### src/rtl/fetch_pkg.sv
// Shared types and constants for the instruction fetch queue.
package fetch_pkg;
   localparam int DEPTH_DEF   = 4;
   localparam int INSTR_BYTES = 4;

   typedef struct packed {
      logic [63:0] pc;
      logic [31:0] instr;
   } fetch_entry_t;
endpackage

### src/rtl/fetch_fifo.sv
// Circular DEPTH-entry buffer of fetched {pc, instr} pairs with flush.
module fetch_fifo import fetch_pkg::*; #(
   parameter int DEPTH = DEPTH_DEF
) (
   input  logic                         clk,
   input  logic                         reset,
   input  logic                         flush,
   input  logic                         push,
   input  fetch_entry_t                 push_entry,
   input  logic                         pop,
   output fetch_entry_t                 head_entry,
   output logic [$clog2(DEPTH+1)-1:0]   count
);
   localparam int PTR_W = $clog2(DEPTH);
   localparam int CNT_W = $clog2(DEPTH+1);

   fetch_entry_t     mem_q [DEPTH];
   logic [PTR_W-1:0] head_q, head_d, tail_q, tail_d;
   logic [CNT_W-1:0] count_q, count_d;

   always_comb begin
      head_d  = head_q;
      tail_d  = tail_q;
      count_d = count_q;
      if (flush) begin
         head_d  = '0;
         tail_d  = '0;
         count_d = '0;
      end else begin
         // Power-of-two depth, so pointer wrap is the natural overflow.
         if (push) tail_d = tail_q + PTR_W'(1);
         if (pop)  head_d = head_q + PTR_W'(1);
         case ({push, pop})
            2'b10:   count_d = count_q + CNT_W'(1);
            2'b01:   count_d = count_q - CNT_W'(1);
            default: count_d = count_q;
         endcase
      end
   end

   always_ff @(posedge clk or negedge reset) begin
      if (!reset) begin
         head_q  <= '0;
         tail_q  <= '0;
         count_q <= '0;
      end else begin
         head_q  <= head_d;
         tail_q  <= tail_d;
         count_q <= count_d;
      end
   end

   // Storage is data only; validity is tracked by count, so no reset needed.
   always_ff @(posedge clk) begin
      if (push && !flush) mem_q[tail_q] <= push_entry;
   end

   assign head_entry = mem_q[head_q];
   assign count      = count_q;
endmodule

### src/rtl/fetch_queue.sv
// Fetch PC sequencer with credit-based request throttling and redirect flush.
module fetch_queue import fetch_pkg::*; #(
   parameter int          DEPTH    = DEPTH_DEF,
   parameter logic [63:0] RESET_PC = 64'h0
) (
   input  logic        clk,
   input  logic        reset,
   output logic        imem_req,
   output logic [63:0] imem_addr,
   input  logic [31:0] imem_data,
   input  logic        redirect_valid,
   input  logic [63:0] redirect_pc,
   output logic        out_valid,
   output logic [31:0] out_instr,
   output logic [63:0] out_pc,
   input  logic        out_ready
);
   localparam int                CNT_W   = $clog2(DEPTH+1);
   localparam logic [CNT_W:0]    DEPTH_W = (CNT_W+1)'(DEPTH);

   logic [63:0]      fetch_pc_q, fetch_pc_d;
   logic [63:0]      inflight_pc_q, inflight_pc_d;
   logic             inflight_q, inflight_d;
   logic [CNT_W-1:0] count;
   logic [CNT_W:0]   credit_used;
   logic             push, pop;
   fetch_entry_t     push_entry, head_entry;

   // Every outstanding fetch holds a slot, so the queue can never overflow.
   assign credit_used = {1'b0, count} + {{CNT_W{1'b0}}, inflight_q};
   assign imem_req    = reset & ~redirect_valid & (credit_used < DEPTH_W);
   assign imem_addr   = fetch_pc_q;

   assign push       = inflight_q & ~redirect_valid;
   assign pop        = out_valid & out_ready & ~redirect_valid;
   assign push_entry = '{pc: inflight_pc_q, instr: imem_data};

   always_comb begin
      fetch_pc_d    = fetch_pc_q;
      inflight_pc_d = inflight_pc_q;
      inflight_d    = imem_req;
      if (redirect_valid) begin
         fetch_pc_d = redirect_pc;
         inflight_d = 1'b0;
      end else if (imem_req) begin
         fetch_pc_d    = fetch_pc_q + 64'(INSTR_BYTES);
         inflight_pc_d = fetch_pc_q;
      end
   end

   always_ff @(posedge clk or negedge reset) begin
      if (!reset) begin
         fetch_pc_q    <= RESET_PC;
         inflight_pc_q <= RESET_PC;
         inflight_q    <= 1'b0;
      end else begin
         fetch_pc_q    <= fetch_pc_d;
         inflight_pc_q <= inflight_pc_d;
         inflight_q    <= inflight_d;
      end
   end

   fetch_fifo #(.DEPTH(DEPTH)) u_fifo (
      .clk        (clk),
      .reset      (reset),
      .flush      (redirect_valid),
      .push       (push),
      .push_entry (push_entry),
      .pop        (pop),
      .head_entry (head_entry),
      .count      (count)
   );

   assign out_valid = (count != '0);
   assign out_instr = head_entry.instr;
   assign out_pc    = head_entry.pc;
endmodule
### config.mk
export PLATFORM = sky130hd
export DESIGN_NAME = fetch_queue
export DESIGN_NICKNAME = d
export VERILOG_FILES = /design/src/rtl/fetch_pkg.sv /design/src/rtl/fetch_fifo.sv /design/src/rtl/fetch_queue.sv
export SDC_FILE = /design/constraint.sdc
export NUM_CORES = 1
export LEC_CHECK = 0
export ABC_CLOCK_PERIOD_IN_PS = 4300
export CAP_MARGIN = 5
export CORE_MARGIN = 5
export CORE_UTILIZATION = 50
export DETAILED_ROUTE_END_ITERATION = 12
export PLACE_DENSITY = 0.73
export SYNTH_ARGS = -nofsm -noshare
export SYNTH_HDL_FRONTEND = slang
export SYNTH_SLANG_ARGS = --single-unit
export TNS_END_PERCENT = 30
### constraint.sdc
create_clock -name clk -period 4.3 [get_ports clk]
set_input_delay 0.645 -clock clk [delete_from_list [all_inputs] [get_ports clk]]
set_output_delay 0.645 -clock clk [all_outputs]
set_load 0.05 [all_outputs]
# == Word-level counts from Yosys, hierarchy flattened ==
# Memories as Yosys holds them, arrays and structs flattened.
# Cells that the tools add are included.
# op_classes
n_lt_le_gt_ge,1
bitwise,6
n_addsub,6
muxes,11
n_reduce_logical,8
n_eq_ne,2
# ops
operator,count
two-way mux 64 bit,2
"adder 64 x 3 -> 64 bit, second input constant",1
two-way mux 2 bit,4
one-hot mux 3 bit (2 select lines),1
nonzero test 2 bit,3
nonzero test 3 bit,2
bitwise AND 1 bit,5
"adder 2 x 1 -> 2 bit, second input constant",2
adder 3 x 1 -> 4 bit,1
"less-than comparator 4 x 3 -> 1 bit, second input constant",1
"adder 3 x 1 -> 3 bit, second input constant",1
two-way mux 1 bit,3
two-way mux 3 bit,1
"subtractor 3 x 1 -> 3 bit, second input constant",1
"equality test 2 x 1 -> 1 bit, second input constant",1
"equality test 2 bit, second input constant",1
AND reduction 2 bit,1
logical AND 1 bit,1
logical NOT 1 bit,1
inverter 1 bit,1
# totals
ramBits,384
reg_bits,136
in_bits,100
n_memories,1
wordCells,41
output_inout_bits,162
# mem_list
name,depth,word_bits,read_ports,rd_clocked_by_memory_dff,wr,line,text
u_fifo.mem_q,4,96,1,0,1,fetch_fifo.sv:17,fetch_entry_t mem_q [DEPTH];

# == Logic depth before layout (Yosys ltp) ==
# logic_depth
word_depth,6
depth_mapped,10
depth_no_buf,7

# == Modules after synthesis ==
# Synthesis repeated with hierarchy kept, for this count alone.
# unflattened
cells_unflattened,1276
hier_area_um2,20612.3
# by_module_without_submodules
mod,seq_area_each_um2,cells_per_inst,n_inst,area_per_inst_um2
fetch_fifo,11706.2,543,1,14257.4
fetch_queue,3228.1,733,1,6354.8

# == Worst setup path before layout ==
# OpenSTA, ideal clock, no wires.
# synth_path
path_kind,input port to flip-flop
start,input redirect_valid
end,memory u_fifo.mem_q[0][0] (netlist name) (enable)
setup_ns,0.466
arrival_ns,3.445
t_required_ns,3.834
stages,4
n_path_buf,2
setup_slack_ns,0.389
cell_sequence,clkbuf_1 -> clkbuf_1 -> nor2b_1 -> and2_1
# synth_between
elab_chain_cells,5
elab_cells_between_ends,6
cone_classes,mux (2); bitwise (2); reduce/logical (2)
# synth_rtl
item,line,text
from (decl),fetch_queue.sv:11,"input logic redirect_valid,"
inverter 1 bit (no source line),-,
bitwise AND 1 bit,fetch_queue.sv:34,assign push = inflight_q & ~redirect_valid;
logical AND 1 bit *,fetch_fifo.sv:55,if (push && !flush) mem_q[tail_q] <= push_entry;
two-way mux 1 bit *,fetch_fifo.sv:55,
two-way mux 1 bit (implied by the code) *,fetch_fifo.sv:55,
to (decl),fetch_fifo.sv:17,
# Every way passes the cells marked *; elsewhere a longest branch is shown, timed or not.

# == Worst setup path after layout ==
# layout_path
start,register u_fifo.head_q[0]
end,output out_pc[62]
# layout_between
elab_chain_cells,1
# layout_rtl
item,line,text
from (decl),fetch_fifo.sv:18,"logic [PTR_W-1:0] head_q, head_d, tail_q, tail_d;"
from (signal assigned),fetch_fifo.sv:43,head_q <= '0;
from (signal assigned),fetch_fifo.sv:47,head_q <= head_d;
memory read (4 x 96 bit),-,
to (decl),fetch_queue.sv:15,"output logic [63:0] out_pc,"
# Every way passes these cells.

==> flow_metrics.py <==
metrics = {
    "floorplan": {
        "core-area_sq_um": 40830,
        "rows": 74,
        "fp.dieArea_sq_um": 45500,
        "die_x_um": 213.3,
        "die_h_um": 213.3,
        "io_pins": 262,
        "start_util_pct": 50.62,
    },
    "final_layout": {
        "fin_nets": 1681,
        "final_common_cell": "edfxtp_1",
        "most-common-layout-cells": "edfxtp_1 (384), clkdlybuf4s50_1 (258), nand2_1 (254)",
        "area.growth.synth_to_final_pct": 24.26,
        "fin_area_sq_um": 25680,
        "drive_gt1_share_pct": 13.42,
    },
    "placement": {
        "pre_cts_slack_ps": 1098,
        "gp_congestion": 0.8395,
        "post-dp-hpwl_um": 33360,
        "io_buffers": 261,
        "place_area_sq_um": 23990,
    },
    "drt": {
        "met3_wirelength_um": 4620,
        "wl_met1_um": 20800,
        "first_iter_violations": 972,
        "highest_layer": "met5",
        "antenna_left": 0,
        "via_per_inst": 5.807,
        "avgRoutedWirePerCell_um": 23.94,
        "drc_errors": 0,
        "route.met2.wl_um": 24760,
        "dr_total_vias": 12500,
        "wl_um": 51510,
        "firstDrtPassIters": 6,
    },
    "logic_synthesis": {
        "synthTopCellsByArea": "edfxtp_1 (56%), dfrtp_1 (16%), mux4_2 (10%)",
        "synth_cell_types": 48,
        "ys_async_sr_fraction_pct": 26.15,
        "synth-seq-cells": 520,
        "synth_top_area_cell": "edfxtp_1",
        "syn_area_sq_um": 20670,
        "avgSynthCellArea_sq_um": 15.90,
        "ys.flop_type": "edfxtp_1",
        "synth_cells": 1300,
        "yosys_warnings": 0,
        "yosysSeqAreaShare_pct": 72.26,
        "synth_top_area_share_pct": 55.79,
        "syn_nets": 1406,
        "synth_enable_flop_cells": 384,
    },
    "clock_tree": {
        "clock_sinks": 520,
        "clockBufferDepth": 3,
        "ctsHoldBuffers": 1,
        "numCtsBuffers": 52,
        "htreeDepth": 2,
        "cts_repair_resize_count": 0,
        "cts.root.buffer_cell": "clkbuf_16",
        "cts_tree": "yes",
        "clk-insertion-delay-late_ps": 590,
        "cts.clk_slew.worst_paths_ps": 60,
        "postCtsSetupBuffers": 0,
    },
    "worst_setup_path": {
        "crit_fanout": 29,
        "slowest_delay_ps": 890,
        "path_cells": "buf_12, mux4_2, clkdlybuf4s50_1",
        "reg2reg_to": "imem_addr[39]",
        "r2r_start": "imem_addr[4]",
        "cp.depth": 3,
        "required_ps": 3650,
        "endpoint_kind": "primary output",
        "cp-endpoint": "out_pc[62]",
        "crit_buf_inv": 2,
        "cp_slowest_cell": "dfrtp_4",
        "cp-start-kind": "flip-flop",
        "reg2reg_slack_ps": 1370,
        "critPathKind": "flip-flop to primary output",
        "cp-startpoint": "u_fifo.head_q[0]",
        "cp_data_arrival_time_ps": 3100,
        "ff2ff_path_depth": 5,
        "crit_family": "buffers and inverters",
    },
    "sta": {
        "finalSetupTns_ps": 0,
        "setup_viol": 0,
        "finalHoldViolCount": 0,
        "tightest_slew_ps": 973.8,
        "fmax_mhz": 266.8,
        "grt_setup_unrepaired": "false",
        "clock_skew_ps": 26.16,
        "timing.slew.headroom_pct": 35.08,
        "post-route-worst-setup-slack_ps": 552.3,
        "post-route-period-util_pct": 87.16,
        "slew_viol_final": 0,
        "post-route-min-period_ps": 3748,
    },
    "pwr": {
        "ir_drop_mv": 0.3704,
        "power.density_nw_per_um2": 560.8,
        "p_leak_nw": 8.923,
    },
    "global_route": {
        "antenna_found_initial": 5,
        "gr-total-overflow": 0,
        "grt_usage_pct": 22.85,
        "grt_pass1_vias": 12890,
        "grt_max_degree": 71,
        "grt_pass1_wl_um": 78660,
    },
    "outcome": {
        "outcome": "complete, no violations",
    },
    "flow_run": {
        "drv_cap": 0,
    },
    "hold_path": {
        "hold_class": "primary input to asynchronous set/reset pin",
    },
}
[sequential cells by signal (all words and copies together) (netlist names)]
register / count
u_fifo.mem_q: 384
imem_addr: 64
inflight_pc_q: 64
u_fifo.count: 3
u_fifo.head_q: 2
u_fifo.tail_q: 2
inflight_q: 1
[stage by stage]
stage          hold WS (ps)  utilization [%]  instances  power, W
2_1_floorplan         349.4                -       1300  0.008790
3_3_place_gp          445.6            58.76       2052  0.009993
3_5_place_dp          444.0            58.76       2052   0.01008
4_1_cts               374.1            62.88       2149   0.01454
5_1_grt               389.4            62.89       2151   0.01499
6_report              400.9            62.90       2152   0.01440
[Yosys cell counts (2+ instances only)]
| cell | n |
|---|---|
| or4_4 | 2 |
| xnor2_1 | 13 |
| nor4_2 | 2 |
| nor2_1 | 35 |
| buf_1 | 13 |
| and4_1 | 5 |
| inv_1 | 9 |
| clkbuf_1 | 50 |
| nor2b_1 | 7 |
| mux2_2 | 4 |
| nand2_1 | 254 |
| ha_1 | 5 |
| o31ai_1 | 6 |
| nor4_1 | 17 |
| o311ai_0 | 3 |
| edfxtp_1 | 384 |
| o211ai_1 | 8 |
| buf_6 | 4 |
| and2_1 | 10 |
| nor3_1 | 14 |
| dfrtp_1 | 136 |
| and3_1 | 7 |
| a221o_1 | 3 |
| mux4_2 | 96 |
| a22oi_1 | 2 |
| xor2_1 | 23 |
| o21ai_0 | 43 |
| or2_2 | 4 |
| a31oi_1 | 15 |
| or4_1 | 12 |
| nand2b_1 | 3 |
| o21a_1 | 2 |
| mux2i_1 | 4 |
| nand4_1 | 39 |
| nand3_1 | 31 |
| o31a_1 | 2 |
| or3_1 | 20 |
| nand4b_1 | 3 |
[worst reg2reg max path, delay by kind of cell, from the launching register on]
family / cells / cell delay, ps
simple gates: 4 / 2240
compound gates: 1 / 170
flops: 1 / 460
[cell type report]
class	count	area [sq um]
Inverter	10	37.54
Antenna cell	3	7.507
Sequential cell	520	14940
Clock inverter	21	201.4
Multi-Input combinational cell	702	5424
Timing Repair Buffer	289	2934
Clock buffer	75	1470
Tap cell	532	665.6
Fill cell	2935	15150
[metal layers]
metal / vias to the layer above / GRT usage, %
met1: 6351 / 31.47
met2: 542 / 36.61
li1: 5512 / -
met5: - / 0
met3: 88 / 5.877
met4: 4 / 6.864
[cell families (layout without fill, tap and decap cells)]
logic type	after synthesis	count (layout)	synth area share, %
DFF	520	520	72.26
other	0	3	0
AOI/OAI and AO/OA	87	87	2.615
muxes	104	104	10.87
xor gates and xnor gates	36	36	1.526
and+or+nand+nor	469	469	10.76
adders and majority gates	6	6	0.3996
buffers and inverters	78	395	1.568
[power by group]
group	switching, W	internal [W]	total (W)
clock	0.00184	0.00261	0.00445
combinational	0.00200	0.00120	0.00320
sequential	0.000587	0.00616	0.00675
[worst min path at each step]
| stage | from | end | slack [ps] |
|---|---|---|---|
| CTS | reset | inflight_pc_q[40] | 370 |
| detailed placement | reset | inflight_pc_q[40] | 440 |
| floorplan | reset | imem_addr[0] | 350 |
| global placement | reset | inflight_pc_q[40] | 450 |
| finish | reset | inflight_pc_q[40] | 400 |
| global route | reset | inflight_pc_q[40] | 390 |
Note: power is estimated with default switching activity, not from simulation.
